**src/rtl/if_fetch_queue.sv**
```systemverilog
// Instruction-fetch stage: advances the PC, issues in-order imem reads and buffers
// {pc, instruction} pairs for decode, with flush support for branch redirects.
module if_fetch_queue #(
    parameter int DEPTH = 4
) (
    input  logic        clk,
    input  logic        reset,
    input  logic [31:0] pc_in,
    output logic        pc_write,
    output logic        imem_req,
    output logic [31:0] imem_addr,
    input  logic        imem_ready,
    input  logic        imem_rvalid,
    input  logic [31:0] imem_rdata,
    input  logic        flush,
    output logic        ins_valid,
    output logic [31:0] ins_out,
    output logic [31:0] ins_pc,
    input  logic        id_ready
);
    localparam int PW = (DEPTH > 1) ? $clog2(DEPTH) : 1;
    localparam int CW = PW + 1;
    localparam logic [CW:0] DEPTH_W = (CW + 1)'(DEPTH);

    typedef enum logic {
        ST_PRIME,
        ST_RUN
    } state_t;

    state_t state_q, state_d;

    logic [31:0] ins_data_mem [DEPTH];
    logic [31:0] ins_tag_mem  [DEPTH];
    logic [31:0] tag_mem      [DEPTH];

    logic [PW-1:0] ins_wr_q, ins_wr_d;
    logic [PW-1:0] ins_rd_q, ins_rd_d;
    logic [PW-1:0] tag_wr_q, tag_wr_d;
    logic [PW-1:0] tag_rd_q, tag_rd_d;
    logic [CW-1:0] count_q, count_d;
    logic [CW-1:0] outstanding_q, outstanding_d;
    logic [CW-1:0] drop_cnt_q, drop_cnt_d;

    logic [CW:0]   occupancy;
    logic [CW-1:0] drop_sum;
    logic          accept;
    logic          resp_keep;
    logic          resp_drop;
    logic          pop;

    assign imem_addr = pc_in;
    assign ins_valid = (count_q != '0);
    assign ins_out   = ins_valid ? ins_data_mem[ins_rd_q] : 32'h0;
    assign ins_pc    = ins_valid ? ins_tag_mem[ins_rd_q]  : 32'h0;

    // Tag FIFO occupancy always equals outstanding, so outstanding doubles as its count.
    assign occupancy = {1'b0, count_q} + {1'b0, outstanding_q};
    assign drop_sum  = drop_cnt_q + outstanding_q;

    always_comb begin
        state_d   = state_q;
        pc_write  = 1'b0;
        imem_req  = 1'b0;
        accept    = 1'b0;
        resp_keep = 1'b0;
        resp_drop = 1'b0;
        pop       = 1'b0;
        if (!reset) begin
            case (state_q)
                ST_PRIME: begin
                    pc_write = !flush;
                    state_d  = ST_RUN;
                end
                default: begin
                    imem_req = !flush && (occupancy < DEPTH_W);
                    accept   = imem_req && imem_ready;
                    pc_write = accept;
                end
            endcase
            resp_keep = imem_rvalid && (drop_cnt_q == '0) && !flush;
            resp_drop = imem_rvalid && (drop_cnt_q != '0) && !flush;
            pop       = ins_valid && id_ready && !flush;
        end
    end

    always_comb begin
        ins_wr_d      = ins_wr_q;
        ins_rd_d      = ins_rd_q;
        tag_wr_d      = tag_wr_q;
        tag_rd_d      = tag_rd_q;
        count_d       = count_q;
        outstanding_d = outstanding_q;
        drop_cnt_d    = drop_cnt_q;
        if (flush) begin
            ins_wr_d      = '0;
            ins_rd_d      = '0;
            tag_wr_d      = '0;
            tag_rd_d      = '0;
            count_d       = '0;
            outstanding_d = '0;
            // A response landing in the flush cycle is one of the requests being dropped.
            drop_cnt_d    = (imem_rvalid && drop_sum != '0) ? drop_sum - CW'(1) : drop_sum;
        end else begin
            if (resp_keep) ins_wr_d = ins_wr_q + PW'(1);
            if (pop)       ins_rd_d = ins_rd_q + PW'(1);
            if (accept)    tag_wr_d = tag_wr_q + PW'(1);
            if (resp_keep) tag_rd_d = tag_rd_q + PW'(1);
            count_d       = count_q + CW'(resp_keep) - CW'(pop);
            outstanding_d = outstanding_q + CW'(accept) - CW'(resp_keep);
            drop_cnt_d    = drop_cnt_q - CW'(resp_drop);
        end
    end

    always_ff @(posedge clk) begin
        if (reset) begin
            state_q       <= ST_PRIME;
            ins_wr_q      <= '0;
            ins_rd_q      <= '0;
            tag_wr_q      <= '0;
            tag_rd_q      <= '0;
            count_q       <= '0;
            outstanding_q <= '0;
            drop_cnt_q    <= '0;
        end else begin
            state_q       <= state_d;
            ins_wr_q      <= ins_wr_d;
            ins_rd_q      <= ins_rd_d;
            tag_wr_q      <= tag_wr_d;
            tag_rd_q      <= tag_rd_d;
            count_q       <= count_d;
            outstanding_q <= outstanding_d;
            drop_cnt_q    <= drop_cnt_d;
        end
    end

    // Storage arrays carry no reset; the head outputs are gated by ins_valid instead.
    always_ff @(posedge clk) begin
        if (resp_keep) begin
            ins_data_mem[ins_wr_q] <= imem_rdata;
            ins_tag_mem[ins_wr_q]  <= tag_mem[tag_rd_q];
        end
        if (accept) begin
            tag_mem[tag_wr_q] <= pc_in;
        end
    end
endmodule

```
**config.mk**
```make
export PLATFORM = sky130hd
export DESIGN_NAME = if_fetch_queue
export DESIGN_NICKNAME = d
export VERILOG_FILES = /design/src/rtl/if_fetch_queue.sv
export SDC_FILE = /design/constraint.sdc
export NUM_CORES = 1
export LEC_CHECK = 0
export BUFFER_PORTS_ARGS = -buffer_cell sky130_fd_sc_hd__buf_2
export CAP_MARGIN = 20
export CORE_ASPECT_RATIO = 1.4
export CORE_MARGIN = 2
export CORE_UTILIZATION = 58
export DETAILED_ROUTE_END_ITERATION = 12
export GPL_TIMING_DRIVEN = 0
export MAX_ROUTING_LAYER = met4
export PLACE_DENSITY_LB_ADDON = 0.3
export SYNTH_ARGS = -nofsm -noshare
export SYNTH_HDL_FRONTEND = slang
export SYNTH_SLANG_ARGS = --single-unit
export TNS_END_PERCENT = 30
```
**constraint.sdc**
```tcl
create_clock -name clk -period 3.8 [get_ports clk]
set_input_delay 0.19 -clock clk [delete_from_list [all_inputs] [get_ports clk]]
set_output_delay 0.19 -clock clk [all_outputs]
set_load 0.03 [all_outputs]
```
==> results of run 1 <==
## final timing paths
path	from	end	slack [ps]
max	count_q[2]	outstanding_q[2]	790
min	imem_rvalid	drop_cnt_q[1]	100
max reg2reg	count_q[2]	outstanding_q[2]	790
min reg2reg	tag_rd_q[1]	flop	460
## layout make-up
type | count | area [um^2]
Sequential cell | 406 | 12000
Fill cell | 1705 | 7930
Multi-Input combinational cell | 257 | 3380
Timing Repair Buffer | 239 | 1620
Clock buffer | 45 | 956
Tap cell | 365 | 457
Buffer | 63 | 372
Clock inverter | 17 | 81.3
Inverter | 16 | 60.1
## metal layers
metal | share of wire (%) | track usage, %
met1 | 39 | 25.8
met2 | 54 | 37.0
met3 | 4.2 | 2.97
met4 | 2.6 | 7.48
met5 | 0 | -
## per-stage QoR
step	hold WS, ps	setup TNS, ps	power [uW]
after floorplan	247	0	5280
after global placement	403	-140720	5420
after detailed placement	407	0	5440
after CTS	96.3	0	8740
after global routing	127	0	8930
final	99.7	0	8680
## sequential cells by signal (all words and copies together), names as in the netlist, named ones only
name / cells
ins_data_mem: 128
ins_tag_mem: 128
tag_mem: 128
count_q: 3
drop_cnt_q: 3
outstanding_q: 3
ins_rd_q: 2
ins_wr_q: 2
tag_rd_q: 2
tag_wr_q: 2
state_q: 1
## cells by family after synthesis
| kind of cell | Yosys count | share of synthesized area [%] |
|---|---|---|
| AOI/OAI and AO/OA | 17 | 0.714 |
| adders and majority gates | 22 | 1.89 |
| xor gates and xnor gates | 8 | 0.540 |
| and+or+nand+nor | 112 | 4.31 |
| muxes | 98 | 13.9 |
| DFF | 406 | 76.0 |
| buffers and inverters | 79 | 2.74 |
## critical path, delay by kind of cell (launching register included)
family                   cells  cell delay (ps)
XOR/XNOR                     1              160
adder cells (fa/ha/maj)      4             1100
flip-flops                   1              430
buffers and inverters        3              200
AND/OR/NAND/NOR              4             1030
## power breakdown
| part | internal [uW] | total (uW) | switching (uW) |
|---|---|---|---|
| Combinational | 204 | 446 | 242 |
| Sequential | 4930 | 4950 | 19.5 |
| Clock | 1790 | 3280 | 1490 |
| Total | 6920 | 8680 | 1760 |
## cells in the final DEF, fill, tap and decap left out, drive strengths merged, types with 4 or more instances in the layout
master and n:
nand2 4, clkbuf 59, and2 73, mux4 96, clkinv 15, a21oi 7
edfxtp 384, nor2 10, dlygate4sd3 66, and3 5, buf 222, inv 17
ha 19, dfxtp 22, xor2 4
## timing repair
item                                    CTS  global route
hold buffers                             66             0
endpoints found under the setup margin    0             0
endpoints found under the hold margin   260             0
==> qor.yml, run 1 <==
grt_pass1_vias: 8106
ys_seq_elements: 406
insertion_delay_ps: 520
hold_path_depth: 4
diodes: 0
syn_avg_cell_area_um2: 21.2
dp_slack_ps: 827
status: "finished clean"
cts_buffers: 37
syn_to_final_growth_pct: 19.9
numPortBuffers: 168
grt_setup_unrepaired: "false"
reg2reg_depth: 12
syn_area_mm2: 0.0158
pin_count: 169
dp_hpwl_mm: 17.1
ys_seq_area_share_pct: 76.0
drv_cap: 0
yosys-top-cells-area: "edfxtp_1 (73%), mux4_2 (14%), and2_1 (2.9%)"
final_core_util_pct: 70.4
drc: 0
dieArea_mm2: 0.0285
tightestPinTransition_ps: 914
die_w_um: 143
arrival_ps: 3430
setup_viol: 0
slew_viol_final: 0
hold_viol_final: 0
die_h_um: 199
synth_nets: 834
crit_chain: "ha_1 -> or3_1 -> nor4_2 -> inv_1 -> ha_1 -> inv_1 -> ha_1 -> inv_1 -> fa_1 -> xor2_1 -> and2_1 -> nor3_1"
rows: 71
core-area_mm2: 0.0268
synth_ff_type: "edfxtp_1"
grt_overflow: 0
postCtsSetupRepairBufs: 0
ant_nets: 0
cp_max_fo: 5
antenna_found_initial: 0
async_flop_share_pct: 0
final_cell_area_mm2: 0.0189
htreeDepth: 2
post-route-period-util_pct: 79.2
wl_per_cell_um: 20.4
cts-root-buf: "clkbuf_16"
synthTopCellsByCount: "edfxtp_1 (384), mux4_2 (96), and2_1 (73), buf_4 (32), dfxtp_1 (22)"
skew_ps: 17.1
crit_path_end_kind: "flop"
crit_type: "reg -> reg"
cts_tree: "done"
required_ps: 4220
slowest_stage: "dfxtp_1"
layout-drive-gt1-share_pct: 35.7
path_clk_slew_ps: 60
hp-class: "in -> reg"
synthDistinctLibCells: 40
vias: 7644
wl_mm: 28.7
firstDrtPassIters: 5
yosysTopAreaCellShare_pct: 73.2
fmax_ghz: 0.332
post_cts_resize_count: 0
cpPeakStageDelay_ps: 430
power_density_mw_per_mm2: 459
yosys.area.top_type: "edfxtp_1"
layoutNonFillerInstCount: 1408
grtUsageTotal_pct: 21.3
place_inst: 1279
drt_iter0_markers: 436
max_slew_margin_pct: 39.1
period_needed_ps: 3010
clk_path_buf_depth: 3
yosysMostFrequentCell: "edfxtp_1"
start_util_pct: 58.7
grt_pass1_wl_mm: 44.0
routed_via_density: 5.43
worst_slack_ps: 792
clkSinkCount: 406
netlist_instances: 742
p_leak_uw: 0.00657
synth_warnings: 0
crit_path_start_kind: "flop"
synth_edf_count: 384
place_area_mm2: 0.0172
nets: 1112
irDropWorstVdd_mv: 0.367
grt_max_degree: 56
gp_congestion: 0.774
No activity file was read; power rests on OpenSTA's default activity.
==> inputs of run 2 (changes only) <==
--- a/config.mk
+++ b/config.mk
@@ -5,11 +5,12 @@
 export SDC_FILE = /design/constraint.sdc
 export NUM_CORES = 1
 export LEC_CHECK = 0
+export ABC_AREA = 1
 export BUFFER_PORTS_ARGS = -buffer_cell sky130_fd_sc_hd__buf_2
 export CAP_MARGIN = 20
 export CORE_ASPECT_RATIO = 1.4
 export CORE_MARGIN = 2
-export CORE_UTILIZATION = 58
+export CORE_UTILIZATION = 53
 export DETAILED_ROUTE_END_ITERATION = 12
 export GPL_TIMING_DRIVEN = 0
 export MAX_ROUTING_LAYER = met4
==> constraint.sdc (replaced) <==
create_clock -name clk -period 2.44 [get_ports clk]
set_input_delay 0.122 -clock clk [delete_from_list [all_inputs] [get_ports clk]]
set_output_delay 0.122 -clock clk [all_outputs]
set_load 0.03 [all_outputs]
==> qor.yml, run 2 <==
status: "finished clean"
drt_iter0_markers: 666  # +53%
top_regs: "ins_data_mem x128, ins_tag_mem x128, tag_mem x128"
routed_via_density: 5.36  # -1.2%
diodes: 0  # unchanged
max_slew_margin_pct: 60.7  # +22 points
final_common_cell: "edfxtp_1"
irDropWorstVdd_mv: 0.685  # +87%
post-route-period-util_pct: 97.8
fmax_ghz: 0.419
synthDistinctLibCells: 30  # -25%
synth_warnings: 0  # unchanged
yosys.area.top_type: "edfxtp_1"
grt_pass1_wl_mm: 53.7  # +22%
nets: 1649  # +48%
htreeDepth: 2  # unchanged
gp_congestion: 0.772  # -0.28%
syn_area_mm2: 0.0162  # +2.5%
p_comb_share_pct: 6.9  # +1.8 points
dieArea_mm2: 0.0319  # +12%
core-area_mm2: 0.0300  # +12%
synth_edf_count: 384  # unchanged
grt_overflow: 0  # unchanged
yosysMostFrequentCell: "edfxtp_1"
clockPowerShare_pct: 38.3  # +0.5 points
numPortBuffers: 168  # unchanged
wl_per_cell_um: 18.2  # -11%
ant_nets: 0  # unchanged
cts-root-buf: "clkbuf_16"
cts_buffers: 37  # unchanged
setup_viol: 0  # unchanged
power.internal_uw: 11200  # +62%
path_delay_family: "buffers and inverters"
whs_ps: 358  # +258 ps
async_flop_share_pct: 0  # unchanged
ys_seq_elements: 406  # unchanged
syn_avg_cell_area_um2: 12.8  # -40%
firstDrtPassIters: 5  # unchanged
hp-class: "in -> reg"
ys_seq_area_share_pct: 74.1  # -1.8 points
final_cell_area_mm2: 0.0198  # +4.5%
final_core_util_pct: 65.8  # -4.7 points
synth_nets: 1355  # +62%
synth_ff_type: "edfxtp_1"
grt_pass1_vias: 10231  # +26%
path_clk_slew_ps: 70  # about the same
grt_max_degree: 30  # -46%
cpPeakStageDelay_ps: 470  # +40 ps
tightestPinTransition_ps: 588  # -326 ps
path_buf_inv: 3  # unchanged
slowest_stage: "clkbuf_1"
die_h_um: 211  # +5.8%
insertion_delay_ps: 520  # about the same
crit_chain: "nor2_1 -> nand2_1 -> inv_2 -> clkbuf_1 -> a21oi_1 -> buf_2"
synthTopCellsByCount: "edfxtp_1 (384), nor2_1 (343), o21ai_0 (193), a21oi_1 (72), inv_1 (38)"
place_area_mm2: 0.0178  # +3.6%
grtUsageTotal_pct: 22.9  # +1.6 points
p_sw_uw: 3010  # +71%
total_power_uw: 14200  # +64%
syn_to_final_growth_pct: 22.3
wl_mm: 35.7  # +25%
pin_count: 169  # unchanged
skew_ps: 12.6  # -4.46 ps
crit_type: "reg -> out"
layout-drive-gt1-share_pct: 21.0  # -15 points
p_seq_share_pct: 54.8  # -2.3 points
yosys-top-cells-area: "edfxtp_1 (71%), nor2_1 (8.0%), o21ai_0 (6.0%)"
drv_cap: 0  # unchanged
cts_tree: "done"
antenna_found_initial: 0  # unchanged
start_util_pct: 53.8  # -5.0 points
slew_viol_final: 0  # unchanged
drc: 0  # unchanged
crit_path_start_kind: "flop"
clkSinkCount: 406  # unchanged
crit_path_end_kind: "output pin"
rows: 75  # +5.6%
required_ps: 2320  # -1900 ps
grt_setup_unrepaired: "true"
yosysTopAreaCellShare_pct: 71.4  # -1.8 points
netlist_instances: 1263  # +70%
vias: 10552  # +38%
sw_frac_of_total_pct: 21.2  # +0.92 points
p_leak_uw: 0.00726  # +11%
die_w_um: 152  # +5.7%
arrival_ps: 2270  # -1160 ps
final_cell_mix: "edfxtp_1 (384), nor2_1 (332), o21ai_0 (192)"
dp_hpwl_mm: 22.7  # +32%
power_density_mw_per_mm2: 720  # +57%
period_needed_ps: 2390
cp_max_fo: 10  # +5
fillers: 2152  # +26%
hold_viol_final: 0  # unchanged
clk_path_buf_depth: 3  # unchanged
run 2: changes by cell type after synthesis, moves of 22 or more:
cell / change
nor2_1: +333
o21ai_0: +192
mux4_2: -96
and2_1: -72
a21oi_1: +65
o22ai_1: +32
inv_1: +22
run 2: layout make-up:
class	count	area [um^2]	share of cell area, %
inverters	43	161	0.817
flip-flops and latches	406	12000	60.6
well taps	385	482	2.44
multi-input cells	714	3520	17.8
plain buffers	100	634	3.21
repair buffers	255	1850	9.39
clock buffers	42	945	4.78
clock inverters	22	184	0.931
run 2: power by group through the flow:
stage | clock network, uW | registers [uW] | logic (uW)
3_5_place_dp | 0 | 7930 | 868
3_3_place_gp | 0 | 7940 | 816
6_report | 5450 | 7790 | 978
4_1_cts | 5540 | 7780 | 972
2_1_floorplan | 0 | 7930 | 541
5_1_grt | 5760 | 7800 | 1080
run 2: logic make-up after synthesis:
kind of cell    count (synthesis)  synth area share (%)
compound gates                304                  9.68
xor+xnor                        7                 0.380
fa+ha+maj                      22                  1.84
buf+inv                       143                  4.88
flops                         406                  74.1
simple gates                  381                  9.10
run 2: layer usage:
metal  track usage, %  up-vias  part of all wire [%]
met2             39.8      393                    53
met4             7.66        0                   2.7
met1             27.4     5045                    38
met5                -        -                     0
met3             3.42       71                   6.5
li1                 -     5043                     -
run 2: final timing paths:
check,start,endpoint,slack (ps),depth (start not counted)
max,count_q[1],ins_pc[22],50,6
max reg2reg,outstanding_q[1],outstanding_q[2],90,13
min,imem_rdata[4],ins_data_mem[2][4],360,2
min reg2reg,tag_rd_q[1],flop,500,2
run 2: stage by stage:
step	instances	setup TNS, ps	setup slack (ps)
floorplan	1263	-126830	-497
global placement	1816	-514440	-1870
detailed placement	1829	-3620	-503
CTS	1965	0	11.2
global route	1967	-325	-50.4
finish	1967	0	52.8
run 2: what timing repair did:
action | 4_1_cts | 5_1_grt
hold endpoints to repair | 265 | 0
buffers inserted | 2 | 2
hold buffers | 70 | 0
pin swaps | 2 | 7
endpoints found under the setup margin | 38 | 59
gates resized for setup | 10 | 14
run 2: worst register-to-register path: stages (launching register included):
cell and delay, ps:
dfxtp_2 410, ha_1 260, inv_1 70, nor2_2 60, nor2_4 140, nand3_4 100
ha_4 250, inv_1 50, ha_1 130, inv_1 50, fa_2 350, xnor2_2 190
o21ai_1 80, a21oi_1 120
